File: config.mk
export PLATFORM = sky130hd
export DESIGN_NAME = param_dsp_core
export DESIGN_NICKNAME = d
export VERILOG_FILES = /design/src/rtl/dsp_core_pkg.sv /design/src/rtl/dsp_regfile.sv /design/src/rtl/param_dsp_core.sv
export SDC_FILE = /design/constraint.sdc
export NUM_CORES = 1
export LEC_CHECK = 0
export ABC_AREA = 1
export BUFFER_PORTS_ARGS = -buffer_cell sky130_fd_sc_hd__buf_2
export CAP_MARGIN = 30
export CORE_UTILIZATION = 50
export DETAILED_ROUTE_END_ITERATION = 7
export PLACE_DENSITY = 0.66
export SLEW_MARGIN = 30
export SYNTH_ARGS = -nofsm -noshare
export SYNTH_HDL_FRONTEND = slang
export SYNTH_HIERARCHICAL = 1
export SYNTH_SLANG_ARGS = --single-unit
File: constraint.sdc
create_clock -name clock -period 6.7 [get_ports clock]
set_input_delay 1.34 -clock clock [delete_from_list [all_inputs] [get_ports clock]]
set_output_delay 1.34 -clock clock [all_outputs]
set_load 0.01 [all_outputs]
File: src/rtl/dsp_core_pkg.sv
// ============================================================================
// dsp_core_pkg : shared opcodes, FSM states and instruction field positions
// Rev 1.0
// ============================================================================
`default_nettype none

package dsp_core_pkg;

  localparam logic [3:0] OP_NOP  = 4'h0;
  localparam logic [3:0] OP_LDI  = 4'h1;
  localparam logic [3:0] OP_LD   = 4'h2;
  localparam logic [3:0] OP_ST   = 4'h3;
  localparam logic [3:0] OP_ADD  = 4'h4;
  localparam logic [3:0] OP_SUB  = 4'h5;
  localparam logic [3:0] OP_SHR  = 4'h6;
  localparam logic [3:0] OP_ADDI = 4'h7;
  localparam logic [3:0] OP_JMP  = 4'h8;
  localparam logic [3:0] OP_JZ   = 4'h9;
  localparam logic [3:0] OP_JN   = 4'hA;
  localparam logic [3:0] OP_END  = 4'hB;

  typedef enum logic [2:0] {
    ST_IDLE  = 3'd0,
    ST_FETCH = 3'd1,
    ST_EXEC  = 3'd2,
    ST_MEM   = 3'd3,
    ST_HALT  = 3'd4
  } state_e;

  localparam int OPC_MSB = 31;
  localparam int OPC_LSB = 28;
  localparam int RD_MSB  = 27;
  localparam int RD_LSB  = 24;
  localparam int RS_MSB  = 23;
  localparam int RS_LSB  = 20;
  localparam int IMM_MSB = 19;
  localparam int IMM_LSB = 0;
  localparam int RIDX_W  = 4;

endpackage

`default_nettype wire

File: src/rtl/dsp_regfile.sv
// ============================================================================
// dsp_regfile : 2 async read / 1 sync write register file, R0 reads as zero
// Rev 1.0
// ============================================================================
`default_nettype none

module dsp_regfile
  import dsp_core_pkg::*;
#(
  parameter int NREG  = 8,
  parameter int REG_W = 32
) (
  input  logic              clock,
  input  logic              rst,
  input  logic              we_i,
  input  logic [RIDX_W-1:0] waddr_i,
  input  logic [REG_W-1:0]  wdata_i,
  input  logic [RIDX_W-1:0] raddr_a_i,
  output logic [REG_W-1:0]  rdata_a_o,
  input  logic [RIDX_W-1:0] raddr_b_i,
  output logic [REG_W-1:0]  rdata_b_o
);

  localparam int IDX_W = $clog2(NREG);

  logic [REG_W-1:0] regs_q [NREG];

  // Index 0 and indices beyond NREG behave as a constant-zero register.
  function automatic logic idx_ok(input logic [RIDX_W-1:0] idx);
    return (idx != '0) && (int'(idx) < NREG);
  endfunction

  assign rdata_a_o = idx_ok(raddr_a_i) ? regs_q[raddr_a_i[IDX_W-1:0]] : '0;
  assign rdata_b_o = idx_ok(raddr_b_i) ? regs_q[raddr_b_i[IDX_W-1:0]] : '0;

  always_ff @(posedge clock) begin
    if (!rst) begin
      for (int i = 0; i < NREG; i++) regs_q[i] <= '0;
    end else if (we_i && idx_ok(waddr_i)) begin
      regs_q[waddr_i[IDX_W-1:0]] <= wdata_i;
    end
  end

endmodule

`default_nettype wire

File: src/rtl/param_dsp_core.sv
// ============================================================================
// param_dsp_core : multi-cycle downsampling core with req/ack IM and DM ports
// Rev 1.0
// ============================================================================
`default_nettype none

module param_dsp_core
  import dsp_core_pkg::*;
#(
  parameter int DATA_W = 8,
  parameter int ADDR_W = 20,
  parameter int PC_W   = 10,
  parameter int REG_W  = 32,
  parameter int NREG   = 8
) (
  input  logic              clock,
  input  logic              rst,
  input  logic              start,
  output logic              done,
  output logic              err,
  output logic              im_req,
  output logic [PC_W-1:0]   im_addr,
  input  logic              im_ack,
  input  logic [31:0]       im_rdata,
  output logic              dm_req,
  output logic              dm_we,
  output logic [ADDR_W-1:0] dm_addr,
  output logic [DATA_W-1:0] dm_wdata,
  input  logic              dm_ack,
  input  logic [DATA_W-1:0] dm_rdata,
  output logic [PC_W-1:0]   dbg_pc,
  output logic              dbg_z,
  output logic              dbg_n
);

  state_e              state_q;
  logic [PC_W-1:0]     pc_q;
  logic [31:0]         ir_q;
  logic                done_q, err_q, im_req_q, dm_req_q, dm_we_q, z_q, n_q;
  logic [ADDR_W-1:0]   dm_addr_q;
  logic [DATA_W-1:0]   dm_wdata_q;

  logic [3:0]          opc;
  logic [RIDX_W-1:0]   rd_idx, rs_idx;
  logic [19:0]         imm;
  logic [REG_W-1:0]    rd_val, rs_val, alu_d, rf_wdata_d;
  logic                alu_we_d, rf_we_d;
  logic [PC_W-1:0]     pc_inc_d;

  assign opc      = ir_q[OPC_MSB:OPC_LSB];
  assign rd_idx   = ir_q[RD_MSB:RD_LSB];
  assign rs_idx   = ir_q[RS_MSB:RS_LSB];
  assign imm      = ir_q[IMM_MSB:IMM_LSB];
  assign pc_inc_d = pc_q + 1'b1;

  always_comb begin
    alu_d    = '0;
    alu_we_d = 1'b0;
    case (opc)
      OP_LDI:  begin alu_d = REG_W'(imm);             alu_we_d = 1'b1; end
      OP_ADD:  begin alu_d = rd_val + rs_val;         alu_we_d = 1'b1; end
      OP_SUB:  begin alu_d = rd_val - rs_val;         alu_we_d = 1'b1; end
      OP_SHR:  begin alu_d = rd_val >> imm[4:0];      alu_we_d = 1'b1; end
      OP_ADDI: begin alu_d = rd_val + REG_W'(imm);    alu_we_d = 1'b1; end
      default: ;
    endcase
  end

  // Write port is shared by EXEC-stage results and LD data returning in MEM.
  assign rf_we_d    = ((state_q == ST_EXEC) && alu_we_d) ||
                      ((state_q == ST_MEM) && dm_ack && !dm_we_q);
  assign rf_wdata_d = (state_q == ST_MEM) ? REG_W'(dm_rdata) : alu_d;

  dsp_regfile #(
    .NREG  (NREG),
    .REG_W (REG_W)
  ) u_regfile (
    .clock     (clock),
    .rst       (rst),
    .we_i      (rf_we_d),
    .waddr_i   (rd_idx),
    .wdata_i   (rf_wdata_d),
    .raddr_a_i (rd_idx),
    .rdata_a_o (rd_val),
    .raddr_b_i (rs_idx),
    .rdata_b_o (rs_val)
  );

  always_ff @(posedge clock) begin
    if (!rst) begin
      state_q    <= ST_IDLE;
      pc_q       <= '0;
      ir_q       <= '0;
      done_q     <= 1'b0;
      err_q      <= 1'b0;
      im_req_q   <= 1'b0;
      dm_req_q   <= 1'b0;
      dm_we_q    <= 1'b0;
      dm_addr_q  <= '0;
      dm_wdata_q <= '0;
      z_q        <= 1'b0;
      n_q        <= 1'b0;
    end else begin
      case (state_q)
        ST_IDLE: begin
          if (start) begin
            state_q  <= ST_FETCH;
            pc_q     <= '0;
            im_req_q <= 1'b1;
          end
        end
        ST_FETCH: begin
          if (im_ack) begin
            ir_q     <= im_rdata;
            im_req_q <= 1'b0;
            state_q  <= ST_EXEC;
          end
        end
        ST_EXEC: begin
          state_q  <= ST_FETCH;
          im_req_q <= 1'b1;
          pc_q     <= pc_inc_d;
          case (opc)
            OP_NOP, OP_LDI: ;
            OP_ADD, OP_SUB, OP_SHR, OP_ADDI: begin
              z_q <= (alu_d == '0);
              n_q <= alu_d[REG_W-1];
            end
            OP_JMP: pc_q <= PC_W'(imm);
            OP_JZ:  if (rd_val == '0) pc_q <= PC_W'(imm);
            OP_JN:  if (rd_val[REG_W-1]) pc_q <= PC_W'(imm);
            OP_LD, OP_ST: begin
              state_q   <= ST_MEM;
              im_req_q  <= 1'b0;
              pc_q      <= pc_q;
              dm_req_q  <= 1'b1;
              dm_we_q   <= (opc == OP_ST);
              dm_addr_q <= rs_val[ADDR_W-1:0];
              if (opc == OP_ST) dm_wdata_q <= rd_val[DATA_W-1:0];
            end
            OP_END: begin
              state_q  <= ST_HALT;
              im_req_q <= 1'b0;
              pc_q     <= pc_q;
              done_q   <= 1'b1;
            end
            default: begin
              state_q  <= ST_HALT;
              im_req_q <= 1'b0;
              pc_q     <= pc_q;
              done_q   <= 1'b1;
              err_q    <= 1'b1;
            end
          endcase
        end
        ST_MEM: begin
          if (dm_ack) begin
            dm_req_q <= 1'b0;
            dm_we_q  <= 1'b0;
            pc_q     <= pc_inc_d;
            im_req_q <= 1'b1;
            state_q  <= ST_FETCH;
          end
        end
        ST_HALT: ;
        default: state_q <= ST_IDLE;
      endcase
    end
  end

  assign done     = done_q;
  assign err      = err_q;
  assign im_req   = im_req_q;
  assign im_addr  = pc_q;
  assign dm_req   = dm_req_q;
  assign dm_we    = dm_we_q;
  assign dm_addr  = dm_addr_q;
  assign dm_wdata = dm_wdata_q;
  assign dbg_pc   = pc_q;
  assign dbg_z    = z_q;
  assign dbg_n    = n_q;

endmodule

`default_nettype wire

Yosys cells after proc, flatten, opt, wreduce, memory -nomap -nowiden
Memory sizes are Yosys's and may differ from the RTL's. A register that Yosys moved wholly into a read port is not among the register bits.
Index checks and enable logic that the tools add are counted.
{"block": "word_totals", "ff_bits": 80, "mem_bits_rw": 256, "output_inout_bits": 55, "elab_cells": 115, "n_memories": 1}
{"block": "op_classes", "add_sub_neg": 4, "order_cmp": 2, "n_eq_ne": 20, "shift": 1, "mux": 37, "bitwise": 3, "n_reduce_logical": 35}
{"memory": "u_regfile.regs_q", "depth": 8, "word_bits": 32, "read_ports": 2, "rd_clocked_by_memory_dff": 2, "write_ports": 8, "line": "dsp_regfile.sv:26", "text": "logic [REG_W-1:0] regs_q [NREG];"}
{"op": "case mux 32 bit (5 select lines)", "n": 1}
{"op": "two-way mux 32 bit", "n": 4}
{"op": "zero test 32 bit", "n": 2}
{"op": "two-way mux 10 bit", "n": 4}
{"op": "case mux 10 bit (4 select lines)", "n": 1}
{"op": "adder 32 x 20 -> 32 bit", "n": 1}
{"op": "adder 32 bit", "n": 1}
{"op": "OR reduction 32 bit", "n": 1}
{"op": "right shift 32 x 5 -> 32 bit", "n": 1}
{"op": "subtractor 32 bit", "n": 1}
{"op": "case mux 10 bit (3 select lines)", "n": 1}
{"op": "two-way mux 3 bit", "n": 8}
{"op": "equality test 4 x 3 -> 1 bit (second input constant)", "n": 4}
{"op": "equality test 4 bit (second input constant)", "n": 4}
{"op": "case mux 3 bit (5 select lines)", "n": 1}
{"op": "two-way mux 1 bit", "n": 13}
{"op": "AND reduction 4 bit", "n": 3}
{"op": "nonzero test 4 bit", "n": 3}
{"op": "OR reduction 12 bit", "n": 1}
{"op": "OR reduction 11 bit", "n": 1}
{"op": "adder 10 x 1 -> 10 bit (second input constant)", "n": 1}
{"op": "AND reduction 2 bit", "n": 5}
{"op": "OR reduction 9 bit", "n": 1}
{"op": "equality test 4 x 2 -> 1 bit (second input constant)", "n": 2}
{"op": "24 further kinds", "n": 37}

Logic depth before layout (Yosys ltp)
Gate-level depths: netlist of the first run.
{"block": "logic_depth", "ltp_word": 11, "depth_mapped": 39, "depth_no_buf": 37}

Hierarchy
Netlist of the first run, hierarchy kept.
{"mod": "dsp_regfile", "instances": 1, "cells_each": 2013, "area_per_inst_um2": 14865.5}
{"mod": "param_dsp_core", "instances": 1, "cells_each": 1779, "area_per_inst_um2": 9775.6}

Worst setup path before layout of the first run
No wires, ideal clock.
{"block": "synth_timing", "path_type": "flip-flop to flip-flop", "from": "register ir_q[20]", "to": "memory u_regfile.regs_q[1][31], data pin", "setup_ns": 0.258, "arrival_ns": 3.933, "t_required_ns": 6.442, "slack_ns": 2.509, "stages_incl_launch_ff": 35, "path_buffers": 2, "period_less_slack_ns": 4.191, "path_cell_list": "dfxtp_1 > inv_1 > buf_2 > buf_2 > nand2_1 > nand3_1 > nand2_1 > nor2_1 > nor2_1 > inv_1 > ha_1 > nand2_2 > nor2_2 > inv_2 > nor4_4 > nand3_2 > nor2_2 > nand3_2 > or2_4 > o21ai_2 > nand3_1 > o21ai_1 > ha_1 > nand2_1 > inv_1 > a21oi_1 > nor2_1 > nor2_1 > nand2_1 > a21oi_1 > nand3_1 > nand3_1 > a21oi_1 > inv_1 > nor2_1"}
{"item": "start: declaration", "line": "param_dsp_core.sv:38", "text": "logic [31:0] ir_q;"}
{"item": "start signal: assignment", "line": "param_dsp_core.sv:114", "text": "ir_q <= im_rdata;"}
{"item": "end: declaration", "line": "dsp_regfile.sv:26"}

==> summary.md, run 1 <==
| Metric | Value |
|---|---|
| Vias after detailed routing | 25197 |
| Core footprint | 0.0481 sq mm |
| Adder-Cell Fraction of Synth Area | 2.06% |
| Area fraction in compound gates after synthesis | 6.41% |
| Final core occ | 56.1% |
| DIE AREA | 0.0502 sq mm |
| Arrival time of the worst setup path | 6130 ps |
| Residual DRC | 0 |
| Chip height | 224 um |
| Mean post-synth cell area | 6.50 sq um |
| DR WL/cell | 20.5 um |
| First-pass GRT wire length | 139000 um |
| Resized Gates After CTS | 0 |
| Register area share after synthesis | 37.7% |
| Static Leak | 12.6 nW |
| Max-slew violations | 0 |
| Initial Utilization | 51.2% |
| Fin crit period | 5710 ps |
| Setup Skew | 23.1 ps |
| Combinational fraction of design power | 32.8% |
| Yosys top cell area share | 31.2% |
| Fmax | 175 MHz |
| Max VDD drop | 210 uV |
| Area leader, netlist | edfxtp_1 |
| Clk pwr share | 32.3% |
| Worst skew pair latency | 580 ps |
| Worst hold path type | flip-flop to flip-flop |
| Outcome | complete, no violations |
| # Max-Cap Violations | 0 |
| Slowest library cell on the worst path | buf_4 |
| FF+latch count, synth | 336 |
| Routability Congestion | 1.04 |
| Power per standard cell area | 257 mW/mm^2 |
| Port Buffer Count | 99 |
| Post-CTS setup buffer count | 0 |
| Final wirelength | 92500 um |
| Largest cells by area after synthesis | edfxtp_1 31%, nand2_1 17%, nand3_1 12% |
| # nets final | 3919 |
| Int Power | 4.31 mW |
| Post-synth EDFFs | 256 |
| DPL Wire Length | 62600 um |
| H-Tree Depth | 2 |
| Post-Synth XOR/XNOR Area | 0.391% |
| Multiplexer share of the synthesized area | 0.0406% |
| Largest net degree at the start of global routing | 68 |
| Layout cells sized above 1 | 9.08% |
| Netlist cell types | 56 |
| Synth Area in Simple Gates | 41.0% |
| FF-to-FF path depth | 33 |
| Synthesis warning total | 6 |
| Max-slew headroom | 32.7% |
| Tot GR Track Use | 36.7% |
| Sw power | 2.64 mW |
| Initial antenna violation count | 0 |
| Hold Slack | 447 ps |
| Post-synth top cells | 1138 x nand2_1, 567 x nand3_1, 543 x nor2_1 |
| Synthesized area | 0.0246 sq mm |
| Worst setup SP type | flip-flop |
| Clk buf depth | 3 |
| Vias per cell | 5.57 |
| CTS root buf | clkbuf_16 |
| Vias in the first global route | 22947 |
| Number of diodes | 0 |
| Part of the cycle the worst path needs | 85.2% |
| RSZ-0062 raised after global routing | no |
| Clock-pin slew on the worst setup and hold paths | 60 ps |
| Layout area overhead | 9.59% |
| CTS buffer count | 40 |
| Setup Viol. Count Final | 0 |
| Least-Margin Pin Slew | 1010 ps |
| Row count | 80 |
| Hold Buf Count CTS | 0 |
| TNS Setup | 0 ps |
| CTS tree | done |
| Final hold vios | 0 |
| Endpoint class of the critical path | flip-flop |
| Crit path required time | 7120 ps |
| Prevailing post-synth register cell | edfxtp_1 |
| Initial DRC Count | 3045 |
| Async S/R FF share, synth | 0% |
| Io pins | 100 |
| Hold Crit Depth | 2 |
| Kind of critical path | flip-flop to flip-flop |
| CP Max Fanout | 63 |
| Most common cell in the netlist | nand2_1 |
| Clock sink count | 336 |
| Post-Syn Instances | 3792 |
| DRT Pass-1 Iters | 6 |
| Final ANT Viol Nets | 0 |
| Sequential share of power | 34.9% |
| Gr ovfl total | 0 |
| Chip width | 224 um |
| Switching part of the total power | 38.0% |
| Largest family of logic cells by synthesized area | simple AND/OR/NAND/NOR gates |
| CP max stage delay | 630 ps |
registers in the layout, indices dropped and copies added (netlist names), 3 cells and up:
| signal | flops |
|---|---|
| u_regfile/regs_q | 256 |
| ir_q | 32 |
| dm_addr | 20 |
| dbg_pc | 10 |
| dm_wdata | 8 |
| state_q | 3 |
critical path: cells and delay by family (launching register included):
family	cells	cell delay (ps)
adder cells (fa/ha/maj)	2	540
AND/OR/NAND/NOR	20	2400
AO/OA/AOI/OAI	5	1020
flip-flops	1	460
buffers and inverters	6	1120
area by class of cell:
cell class,count,area (sq um)
Sequential cell,336,9300
Inverter,533,2020
Timing Repair Buffer,171,1060
Clock buffer,49,1060
Fill cell,4827,21100
Clock inverter,24,272
Multi-Input combinational cell,2752,12500
Tap cell,656,821
metrics by stage:
step / cell area (sq um) / worst slack (ps) / total power, mW / std cells
2_1_floorplan: 24800 / 2510 / 3.96 / 3823
3_3_place_gp: 25700 / 1130 / 4.67 / 4448
3_5_place_dp: 25700 / 1090 / 4.66 / 4448
4_1_cts: 27000 / 1080 / 6.90 / 4521
5_1_grt: 27000 / 442 / 7.25 / 4521
6_report: 27000 / 993 / 6.95 / 4521
cell usage in the layout, fill, tap and decap left out, types with 7 or more instances in the layout:
cell type and count:
o21ai_1 11, buf_4 70, ha_1 39, dfxtp_1 74
nand2_2 25, nor2_4 9, nand3b_1 12, o21ai_0 104
nor2_2 22, conb_1 32, a22oi_1 7, inv_1 502
nor2_1 542, o211ai_1 8, xor2_1 11, nand3_1 567
a21oi_1 111, nand3_2 10, clkinv_2 7, clkbuf_1 8
nor3_1 13, inv_2 22, clkinv_1 10, clkbuf_16 41
edfxtp_1 256, nand4_1 23, o22ai_1 8, a31oi_1 12
nor4_1 9, nand2_1 1131, buf_2 99
kinds of logic (layout without fill, tap and decap cells):
logic type / count (synthesis) / count (layout)
compound gates: 287 / 287
xor+xnor: 11 / 11
fa+ha+maj: 40 / 40
buf+inv: 735 / 777
flops: 336 / 336
mux: 1 / 1
other cells: 1 / 32
simple gates: 2381 / 2381
power by group through the flow:
stage	clock, mW	sequential (mW)	combinational [mW]
6_report	2.25	2.43	2.27
2_1_floorplan	0	2.43	1.53
4_1_cts	2.27	2.42	2.21
3_5_place_dp	0	2.46	2.20
3_3_place_gp	0	2.46	2.20
5_1_grt	2.35	2.43	2.47
per-layer routing:
metal | track usage (%) | vias up | wire length [um]
met2 | 55.0 | 1413 | 38900
met4 | 19.4 | 0 | 5310
li1 | - | 12093 | -
met1 | 50.9 | 11434 | 38700
met5 | 0 | - | 0
met3 | 5.92 | 257 | 9580
path summary, 6_finish.rpt:
| path | from | to | slack (ps) |
|---|---|---|---|
| hold / removal | done$_SDFFE_PN0P_ | done$_SDFFE_PN0P_ | 450 |
| setup / recovery | ir_q[20]$_SDFFE_PN0P_ | u_regfile/regs_q[3][31]$_SDFFCE_PN0P_ | 990 |
| hold reg to reg | done$_SDFFE_PN0P_ | done$_SDFFE_PN0P_ | 450 |
| setup reg to reg | ir_q[20]$_SDFFE_PN0P_ | u_regfile/regs_q[3][31]$_SDFFCE_PN0P_ | 990 |
No activity file was read; power rests on OpenSTA's default activity.
==> run 2: changes to the inputs <==
==> constraint.sdc (replaced) <==
create_clock -name clock -period 6.7 [get_ports clock]
set_input_delay 1.005 -clock clock [delete_from_list [all_inputs] [get_ports clock]]
set_output_delay 1.005 -clock clock [all_outputs]
set_load 0.01 [all_outputs]
==> run 2 against run 1 <==
  * Critical endpoint is now u_regfile/regs_q[2][22]$_SDFFCE_PN0P_
  * Critical path depth is 4 lower
  * Count of clock-buffer cells in the layout increased by 5
  * Sequential cell count unchanged
  * Register-to-register slack worse by 20 ps
  * Largest cell class unchanged
  * Utilization barely moved
  * First-iteration DRC count rose by 10%
  * Worst setup slack worse by 20 ps
  * Global-route usage rose by 0.30 points
  * Sequential share of layout area about the same
  * The run now ends with DRC left
  * Final area is essentially flat
  * Largest power group unchanged
==> summary.md, run 2 (same netlist as run 1, synthesis figures left out) <==
| Metric | Value |
|---|---|
| Kind of critical path | flip-flop to flip-flop |
| DPL Wire Length | 61900 um |
| Clock sink count | 336 |
| Chip width | 224 um |
| Worst hold path type | flip-flop to flip-flop |
| Initial antenna violation count | 1 |
| Gr ovfl total | 0 |
| Layout cells sized above 1 | 9.12% |
| DR WL/cell | 20.7 um |
| Clk pwr share | 32.0% |
| Slowest library cell on the worst path | buf_12 |
| DRT Pass-1 Iters | 8 |
| Largest net degree at the start of global routing | 130 |
| Final core occ | 56.0% |
| Placed instance area | 0.0257 sq mm |
| Worst skew pair latency | 590 ps |
| Int Power | 4.27 mW |
| GR Util met1 | 51.3% |
| CTS tree | done |
| Failing checks | DRC |
| Switching part of the total power | 38.3% |
| Resized Gates After CTS | 0 |
| Sw power | 2.65 mW |
| Clock-pin slew on the worst setup and hold paths | 60 ps |
| Met3 Usage GRT | 6.90% |
| Sequential share of power | 35.0% |
| CP max stage delay | 410 ps |
| Hold Crit Depth | 2 |
| Hold Buf Count CTS | 0 |
| Fmax | 175 MHz |
| CP Max Fanout | 129 |
| Tot GR Track Use | 37.0% |
| Chip height | 224 um |
| Least-Margin Pin Slew | 1010 ps |
| FF-to-FF Start | ir_q[20]$_SDFFE_PN0P_ |
| Fillers | 4894 |
| Commonest non-fill, non-tap cell in the layout | nand2_1 |
| Initial Utilization | 51.2% |
| Final wirelength | 93400 um |
| Arrival time of the worst setup path | 6160 ps |
| Cell repeated most along the worst path | nor2_1 |
| Vias per cell | 5.61 |
| Endpoint, Worst Hold | done$_SDFFE_PN0P_ |
| GRT Max-Usage Layer | met2 |
| Leading cell types in the layout, fill and taps excluded | 1131 x nand2_1, 567 x nand3_1, 542 x nor2_1, 502 x inv_1, 256 x edfxtp_1 |
| Max-slew headroom | 32.6% |
| Power per standard cell area | 256 mW/mm^2 |
| Initial DRC Count | 3348 |
| Clk buf depth | 3 |
| Post-route design area | 0.0270 sq mm |
| Outcome | finished with violations |
| Vias in the first global route | 23052 |
| Hold Crit Start | done$_SDFFE_PN0P_ |
| Fin crit period | 5730 ps |
| Crit path required time | 7130 ps |
| Layout area overhead | 9.51% |
| Max VDD drop | 238 uV |
| Largest reg by FF count | u_regfile/regs_q |
| Part of the cycle the worst path needs | 85.5% |
| CTS buffer count | 40 |
| Setup Viol. Count Final | 0 |
| CTS root buf | clkbuf_16 |
| Setup Skew | 24.8 ps |
| # nets final | 3917 |
| TNS Setup | 0 ps |
| Vias after detailed routing | 25351 |
| FF-to-FF path depth | 29 |
| GRT met2 Usage | 54.6% |
| Final hold vios | 0 |
| H-Tree Depth | 2 |
| Core footprint | 0.0481 sq mm |
| Residual DRC | 42 |
| Port Buffer Count | 99 |
| Max reg flops | 256 |
| Max-slew violations | 0 |
| Static Leak | 12.6 nW |
| Number of diodes | 0 |
| Worst setup SP type | flip-flop |
| Endpoint class of the critical path | flip-flop |
| Register area | 0.00930 sq mm |
| Post-CTS setup buffer count | 0 |
| Final ANT Viol Nets | 0 |
| RSZ-0062 raised after global routing | no |
| Io pins | 100 |
| # Max-Cap Violations | 0 |
| Row count | 80 |
| Multi-input logic area | 0.0125 sq mm |
| DIE AREA | 0.0502 sq mm |
| R2r endpoint | u_regfile/regs_q[2][22]$_SDFFCE_PN0P_ |
| Combinational fraction of design power | 33.0% |
| First-pass GRT wire length | 140000 um |
| R2R setup slack | 970 ps |
| Routability Congestion | 1.06 |
[run 2: power by group through the flow]
stage / clock network (mW) / logic [mW] / registers, mW
after global routing: 2.31 / 2.48 / 2.43
after floorplan: 0 / 1.53 / 2.43
after global placement: 0 / 2.20 / 2.46
after detailed placement: 0 / 2.20 / 2.46
final: 2.21 / 2.28 / 2.42
after CTS: 2.23 / 2.21 / 2.42
[run 2: how the worst max path moves through the flow]
stage / start / end / depth (start not counted)
floorplan: ir_q[20]$_SDFFE_PN0P_ / u_regfile/regs_q[1][31]$_SDFFCE_PN0P_ / 34
global placement: ir_q[20]$_SDFFE_PN0P_ / u_regfile/regs_q[1][22]$_SDFFCE_PN0P_ / 27
detailed placement: ir_q[20]$_SDFFE_PN0P_ / u_regfile/regs_q[2][22]$_SDFFCE_PN0P_ / 27
CTS: ir_q[20]$_SDFFE_PN0P_ / u_regfile/regs_q[2][22]$_SDFFCE_PN0P_ / 27
global route: ir_q[20]$_SDFFE_PN0P_ / u_regfile/regs_q[1][30]$_SDFFCE_PN0P_ / 31
finish: ir_q[20]$_SDFFE_PN0P_ / u_regfile/regs_q[2][22]$_SDFFCE_PN0P_ / 29
[run 2: area by class of cell]
cell class	count	share of cell area, %
clock buffer	54	4.09
sequential	336	34.5
multi-input combinational	2752	46.3
clock inverter	17	0.742
timing repair buffer	169	3.92
inverter	533	7.47
tap	656	3.04
[run 2: per-stage QoR]
stage | hold WS (ps) | total power, mW | cells | setup WS, ps
finish | 447 | 6.91 | 4517 | 973
global route | 480 | 7.22 | 4517 | 583
CTS | 449 | 6.86 | 4516 | 1160
detailed placement | 440 | 4.66 | 4445 | 1190
global placement | 438 | 4.66 | 4445 | 1210
floorplan | 439 | 3.96 | 3823 | 2510
[run 2: critical path: cells and delay by family (launching register included)]
family | cells | cell delay [ps]
AND/OR/NAND/NOR | 19 | 2810
adder cells (fa/ha/maj) | 2 | 630
flip-flops | 1 | 370
AO/OA/AOI/OAI | 3 | 590
buffers and inverters | 5 | 920
[run 2: routing by layer]
layer	wire length (um)	part of all wire [%]
met2	39000	42
met4	5630	6.0
met1	38800	42
met3	9940	11
met5	13	0.014
